===== config.mk =====
export PLATFORM = sky130hd
export DESIGN_NAME = pro_binarize_pack
export DESIGN_NICKNAME = d
export VERILOG_FILES = /design/src/rtl/pro_binarize_pack.sv
export SDC_FILE = /design/constraint.sdc
export NUM_CORES = 1
export LEC_CHECK = 0
export ABC_AREA = 1
export CAP_MARGIN = 20
export CORE_MARGIN = 3
export CORE_UTILIZATION = 30
export CTS_BUF_LIST = sky130_fd_sc_hd__clkbuf_4 sky130_fd_sc_hd__clkbuf_8 sky130_fd_sc_hd__clkbuf_16
export DETAILED_ROUTE_END_ITERATION = 10
export MAX_ROUTING_LAYER = met4
export PLACE_DENSITY = 0.46
export SLEW_MARGIN = 15
export SYNTH_ARGS = -nofsm -noshare
export SYNTH_HDL_FRONTEND = slang
export SYNTH_SLANG_ARGS = --single-unit

===== constraint.sdc =====
create_clock -name clk -period 29.1 [get_ports clk]
set_input_delay 2.91 -clock clk [delete_from_list [all_inputs] [get_ports clk]]
set_output_delay 2.91 -clock clk [all_outputs]
set_load 0.03 [all_outputs]

===== src/rtl/pro_binarize_pack.sv =====
// Sign-binarizes PRO_PARALLEL lanes per beat against per-lane thresholds and packs them into PACK_WIDTH-bit words.
// Completing beat -> out_valid next cycle; in_ready drops only while the 2-entry output buffer is full.
`timescale 1ns/1ps

module pro_bp_fifo2 #(
  parameter int W = 8
) (
  input  logic         clk,
  input  logic         rst,
  input  logic         push,
  input  logic [W-1:0] push_dat,
  input  logic         pop,
  output logic [W-1:0] head_dat,
  output logic         head_vld,
  output logic         full
);

  logic [W-1:0] slot0;
  logic [W-1:0] slot1;
  logic [1:0]   count;
  logic         do_push;
  logic         do_pop;

  assign do_push  = push && (count != 2'd2);
  assign do_pop   = pop && (count != 2'd0);
  assign head_dat = slot0;
  assign head_vld = (count != 2'd0);
  assign full     = (count == 2'd2);

  // slot0 is always the head, so the output comes straight from a register
  always_ff @(posedge clk or posedge rst) begin
    if (rst) begin
      slot0 <= '0;
      slot1 <= '0;
      count <= 2'd0;
    end else begin
      case ({do_push, do_pop})
        2'b10: begin
          if (count == 2'd0) slot0 <= push_dat;
          else               slot1 <= push_dat;
          count <= count + 2'd1;
        end
        2'b01: begin
          slot0 <= slot1;
          count <= count - 2'd1;
        end
        2'b11: begin
          if (count == 2'd1) begin
            slot0 <= push_dat;
          end else begin
            slot0 <= slot1;
            slot1 <= push_dat;
          end
        end
        default: ;
      endcase
    end
  end

endmodule

module pro_binarize_pack #(
  parameter int PRO_PARALLEL = 16,
  parameter int PRO_WIDTH    = 8,
  parameter int PACK_WIDTH   = 64,
  parameter int CNT_W        = $clog2(PACK_WIDTH / PRO_PARALLEL) + 1
) (
  input  logic                              clk,
  input  logic                              rst,
  input  logic                              in_valid,
  output logic                              in_ready,
  input  logic [PRO_PARALLEL*PRO_WIDTH-1:0] in_data,
  input  logic                              in_flush,
  input  logic                              thr_we,
  input  logic [$clog2(PRO_PARALLEL)-1:0]   thr_addr,
  input  logic [PRO_WIDTH-1:0]              thr_data,
  output logic                              out_valid,
  input  logic                              out_ready,
  output logic [PACK_WIDTH-1:0]             out_data,
  output logic [CNT_W-1:0]                  out_count
);

  localparam int GROUPS = PACK_WIDTH / PRO_PARALLEL;
  localparam logic [CNT_W-1:0] LAST_FILL = CNT_W'(GROUPS - 1);

  logic signed [PRO_WIDTH-1:0] thr [PRO_PARALLEL];
  logic [PRO_PARALLEL-1:0]     bits;
  logic [PACK_WIDTH-1:0]       pack;
  logic [PACK_WIDTH-1:0]       placed;
  logic [PACK_WIDTH-1:0]       merged;
  logic [CNT_W-1:0]            fill;
  logic [CNT_W-1:0]            push_count;
  logic [PACK_WIDTH+CNT_W-1:0] head_dat;
  logic                        accept;
  logic                        push;
  logic                        full;

  always_comb begin
    bits = '0;
    for (int i = 0; i < PRO_PARALLEL; i++)
      bits[i] = $signed(in_data[i*PRO_WIDTH +: PRO_WIDTH]) >= thr[i];
  end

  always_comb begin
    placed = '0;
    for (int g = 0; g < GROUPS; g++)
      if (fill == CNT_W'(g)) placed[g*PRO_PARALLEL +: PRO_PARALLEL] = bits;
  end

  assign in_ready   = !full;
  assign accept     = in_ready && (in_valid || in_flush);
  assign merged     = in_valid ? (pack | placed) : pack;
  assign push_count = fill + CNT_W'(in_valid);
  // a flush with nothing accumulated and no beat attached produces no word
  assign push       = accept && ((in_valid && (fill == LAST_FILL)) ||
                                 (in_flush && (in_valid || (fill != '0))));

  always_ff @(posedge clk or posedge rst) begin
    if (rst) begin
      pack <= '0;
      fill <= '0;
    end else if (push) begin
      pack <= '0;
      fill <= '0;
    end else if (accept && in_valid) begin
      pack <= merged;
      fill <= fill + CNT_W'(1);
    end
  end

  // beats in the write cycle still see the old threshold
  always_ff @(posedge clk or posedge rst) begin
    if (rst) begin
      for (int i = 0; i < PRO_PARALLEL; i++) thr[i] <= '0;
    end else if (thr_we) begin
      thr[thr_addr] <= thr_data;
    end
  end

  pro_bp_fifo2 #(
    .W(PACK_WIDTH + CNT_W)
  ) u_fifo (
    .clk      (clk),
    .rst      (rst),
    .push     (push),
    .push_dat ({push_count, merged}),
    .pop      (out_valid && out_ready),
    .head_dat (head_dat),
    .head_vld (out_valid),
    .full     (full)
  );

  assign out_data  = head_dat[PACK_WIDTH-1:0];
  assign out_count = head_dat[PACK_WIDTH +: CNT_W];

endmodule


==> results.txt <==
----------------------------------------------------
[Run status]
  Outcome ... complete, no violations

[Synth]
  Number of library cell types mapped by synthesis ... 24
  Netlist area before placement ... 0.0174 mm^2
  Number of standard cells after synthesis ... 2195
  Number of nets in the synthesized netlist ... approximately 2500
  Fraction of the yosys area taken by sequential cells ... between 40% and 50%
  Synthesized area per cell ... 7.95 um^2
  Cell types occupying the most area after synthesis ... dfrtp_1, nand2_1, ha_1, inv_1, a21oi_1
  Biggest area consumer among synthesized cells ... dfrtp_1
  Syn. warnings ... 0
  Seq cells post-synth ... about 330
  Share of Yosys cell area claimed by the top area cell type ... 47.5%

[Worst setup path]
  Maximum cell stage delay along the critical path ... around 0.66 ns
  Crit path buf inv count ... 5
  Worst path required time ... 29.52 ns
  Top fanout value on the critical path ... 67
  Crit path kind ... in -> reg
  Worst path top cell family by delay ... buffers and inverters
  Sort of element at the start of the critical path ... primary input
  CP max stage cell ... buf_4
  WP data arrival ... 6.08 ns
  Endpoint class of the critical path ... flip-flop
  Critical-path cell list ... clkdlybuf4s50_1 -> inv_1 -> a31oi_1 -> and2_4 -> ha_1 -> nand2_1 -> o211ai_4 -> buf_4 -> buf_4 -> inv_1 -> nor2_1 -> a31oi_1

[Clock tree]
  Clock tree from TritonCTS ... built
  Cts-stage hold buffer count ... 0
  Inserted Clock Buffers ... 41
  Maximum root-to-sink buffer count ... 3
  Setup bufs post-CTS ... 0
  Clk slew on worst S/H paths ... 0.06 ns
  Clock Root Buffer ... clkbuf_16
  TritonCTS sink count ... between 300 and 400
  Deepest level of the CTS H-tree ... 2
  Clock insertion delay at the later pin of the skew report ... approximately 0.56 ns
  Number of gates resized after cts ... 0

[Global routing]
  Initial antenna violation count ... 4
  Remaining global-route overflow ... 0
  Via count of the first global-routing pass ... approximately 15000
  Global-route wire length before repair ... approximately 84000 um
  All-layer global routing usage ... approximately 18%
  Largest net degree at the start of global routing ... ~140

[STA]
  Slew at the pin with the worst max-slew slack ... between 1 and 1.5 ns
  Ratio of final minimum period to clock period ... slightly below 20%
  Final-layout setup total negative slack ... 0 ns
  Final hold slack ... between 0.4 and 0.5 ns
  RSZ-0062 raised after global routing ... false
  Number of pins exceeding their max-slew limit in the final report ... 0
  Slew HR ... 27.4%
  Post-Route Skew ... approximately 0.025 ns
  Final worst path period need ... approximately 5.7 ns
  Achievable clock frequency ... around 0.18 GHz
  Number of endpoints failing setup at the final stage ... 0
  Endpoints failing hold ... 0

[Pwr]
  Pwr dens ... between 80 and 90 mW/mm^2
  Leak ... ~10 nW
  Total power after layout ... around 1.9 mW
  Max rail drop VDD ... between 0.06 and 0.07 mV

[Route]
  # DRC ... 0
  Post-detailed-routing wire length ... ~54000 um
  Detail-routed via count per cell ... between 4 and 5
  Initial DRC count ... 813
  Via count ... roughly 14000
  WL per Instance ... approximately 17 um
  Router iterations before antenna repair ... 5
  ANT nets after route ... 0

[Cells and area]
  Total Nets Final ... roughly 2700
  Most used cells in the layout excluding fill and tap cells ... nand2_1, inv_1, dfrtp_1
  Commonest non-fill, non-tap cell in the layout ... nand2_1
  Fraction of final layout cells with drive strength greater than 1 ... a little under 5%
  Post-Route Utilization ... a little under two fifths
  Synthesis-to-finish area growth ... 23.9%
  Layout filler cell count ... 5819

[Flow run]
  # Max-Cap Violations ... 0

[Place]
  Number of I/O port buffers ... about 210
  Placed wire-length estimate ... roughly 36000 um
  RD Place Congestion ... between 0.8 and 0.9

[Die]
  Initial standard-cell utilization of the core ... a little under a third
  Io pins ... 215
  Die span in x ... between 200 and 250 um
  Die Y ... between 200 and 250 um
  Core Box Area ... roughly 0.057 mm^2
  Die Area ... 0.0611 mm^2
  Cell Rows ... between 80 and 90

[Min path]
  Worst min path class ... reg -> reg

----------------------------------------------------
registers in the layout, summed over array words and instances (netlist names):
signal	count
thr	128
u_fifo.head_dat	67
u_fifo.slot1	67
pack	64
fill	3
u_fifo.count	2
kinds of logic (layout without fill, tap and decap cells):
logic type / Yosys count / count (layout) / share of synthesized area [%]
xor gates and xnor gates: 3 / 3 / 0.151
buffers and inverters: 446 / 661 / 10.2
adders and majority gates: 141 / 141 / 10.1
DFF: 331 / 331 / 47.5
other: 0 / 3 / 0
AOI/OAI and AO/OA: 443 / 443 / 13.5
and+or+nand+nor: 831 / 831 / 18.6
routing by layer:
metal / track usage [%] / vias up / share of wire, %
li1: - / 7270 / -
met1: 23.3 / 6808 / 46
met2: 30.9 / 226 / 49
met3: 2.53 / 56 / 3.9
met4: 4.57 / 0 / 1.9
met5: - / - / 0
cell type report:
class | instances | area (um^2) | share of cell area (%)
tap | 756 | 946 | 4.37
clock inverter | 5 | 35.0 | 0.162
sequential | 331 | 8280 | 38.3
inverter | 365 | 1380 | 6.37
multi-input combinational | 1418 | 7420 | 34.3
clock buffer | 64 | 1280 | 5.92
antenna | 3 | 7.51 | 0.0347
timing repair buffer | 227 | 2270 | 10.5
worst paths after layout:
| check | start | end | slack [ns] | cells after the start |
|---|---|---|---|---|
| min reg2reg | u_fifo.head_dat[66]$_DFFE_PP0P_ | u_fifo.head_dat[66]$_DFFE_PP0P_ | 0.48 | 2 |
| max | in_valid | u_fifo.slot1[62]$_DFFE_PP0P_ | 23.44 | 12 |
| min | u_fifo.head_dat[66]$_DFFE_PP0P_ | u_fifo.head_dat[66]$_DFFE_PP0P_ | 0.48 | 2 |
| max reg2reg | fill[0]$_DFFE_PP0P_ | u_fifo.slot1[62]$_DFFE_PP0P_ | 25.63 | 12 |
| min in group asynchronous | rst | thr[65]$_DFFE_PP0P_ | 2.76 | 2 |
| max in group asynchronous | rst | u_fifo.head_dat[43]$_DFFE_PP0P_ | 24.66 | 4 |
worst register-to-register path: stages, from the launching register on:
cell	delay, ns
dfrtp_1	0.42
ha_1	0.22
ha_1	0.17
nand2_1	0.14
nand2_1	0.07
and2_4	0.18
ha_1	0.25
o211ai_4	0.18
buf_4	0.52
buf_4	0.69
inv_1	0.29
nor2_1	0.15
a31oi_1	0.05
synth_stat cells, drive strengths merged:
cell / count
dfrtp: 331
inv: 365
o211ai: 1
nand4: 16
clkbuf: 43
xnor2: 3
a21o: 16
nor2: 121
a31oi: 7
o21ai: 193
ha: 141
and2: 1
nand3: 38
nor3: 5
buf: 38
nand2: 650
a21oi: 226
report_power, final:
part	leakage, nW	total (mW)	internal (mW)	switching [mW]
logic	5.48	0.748	0.260	0.489
clock network	0.662	0.502	0.301	0.201
registers	4.29	0.671	0.587	0.0833
total	10.4	1.92	1.15	0.773
metrics by stage:
step                      area (um^2)  cells  setup slack [ns]
after floorplan                 17400   2195             17.02
after CTS                       21600   3164             23.49
after detailed placement        20300   3095             22.90
after global placement          20300   3095             22.94
final                           21600   3169             23.44
after global routing            21600   3169             23.17
No activity file was read; power rests on OpenSTA's default activity.
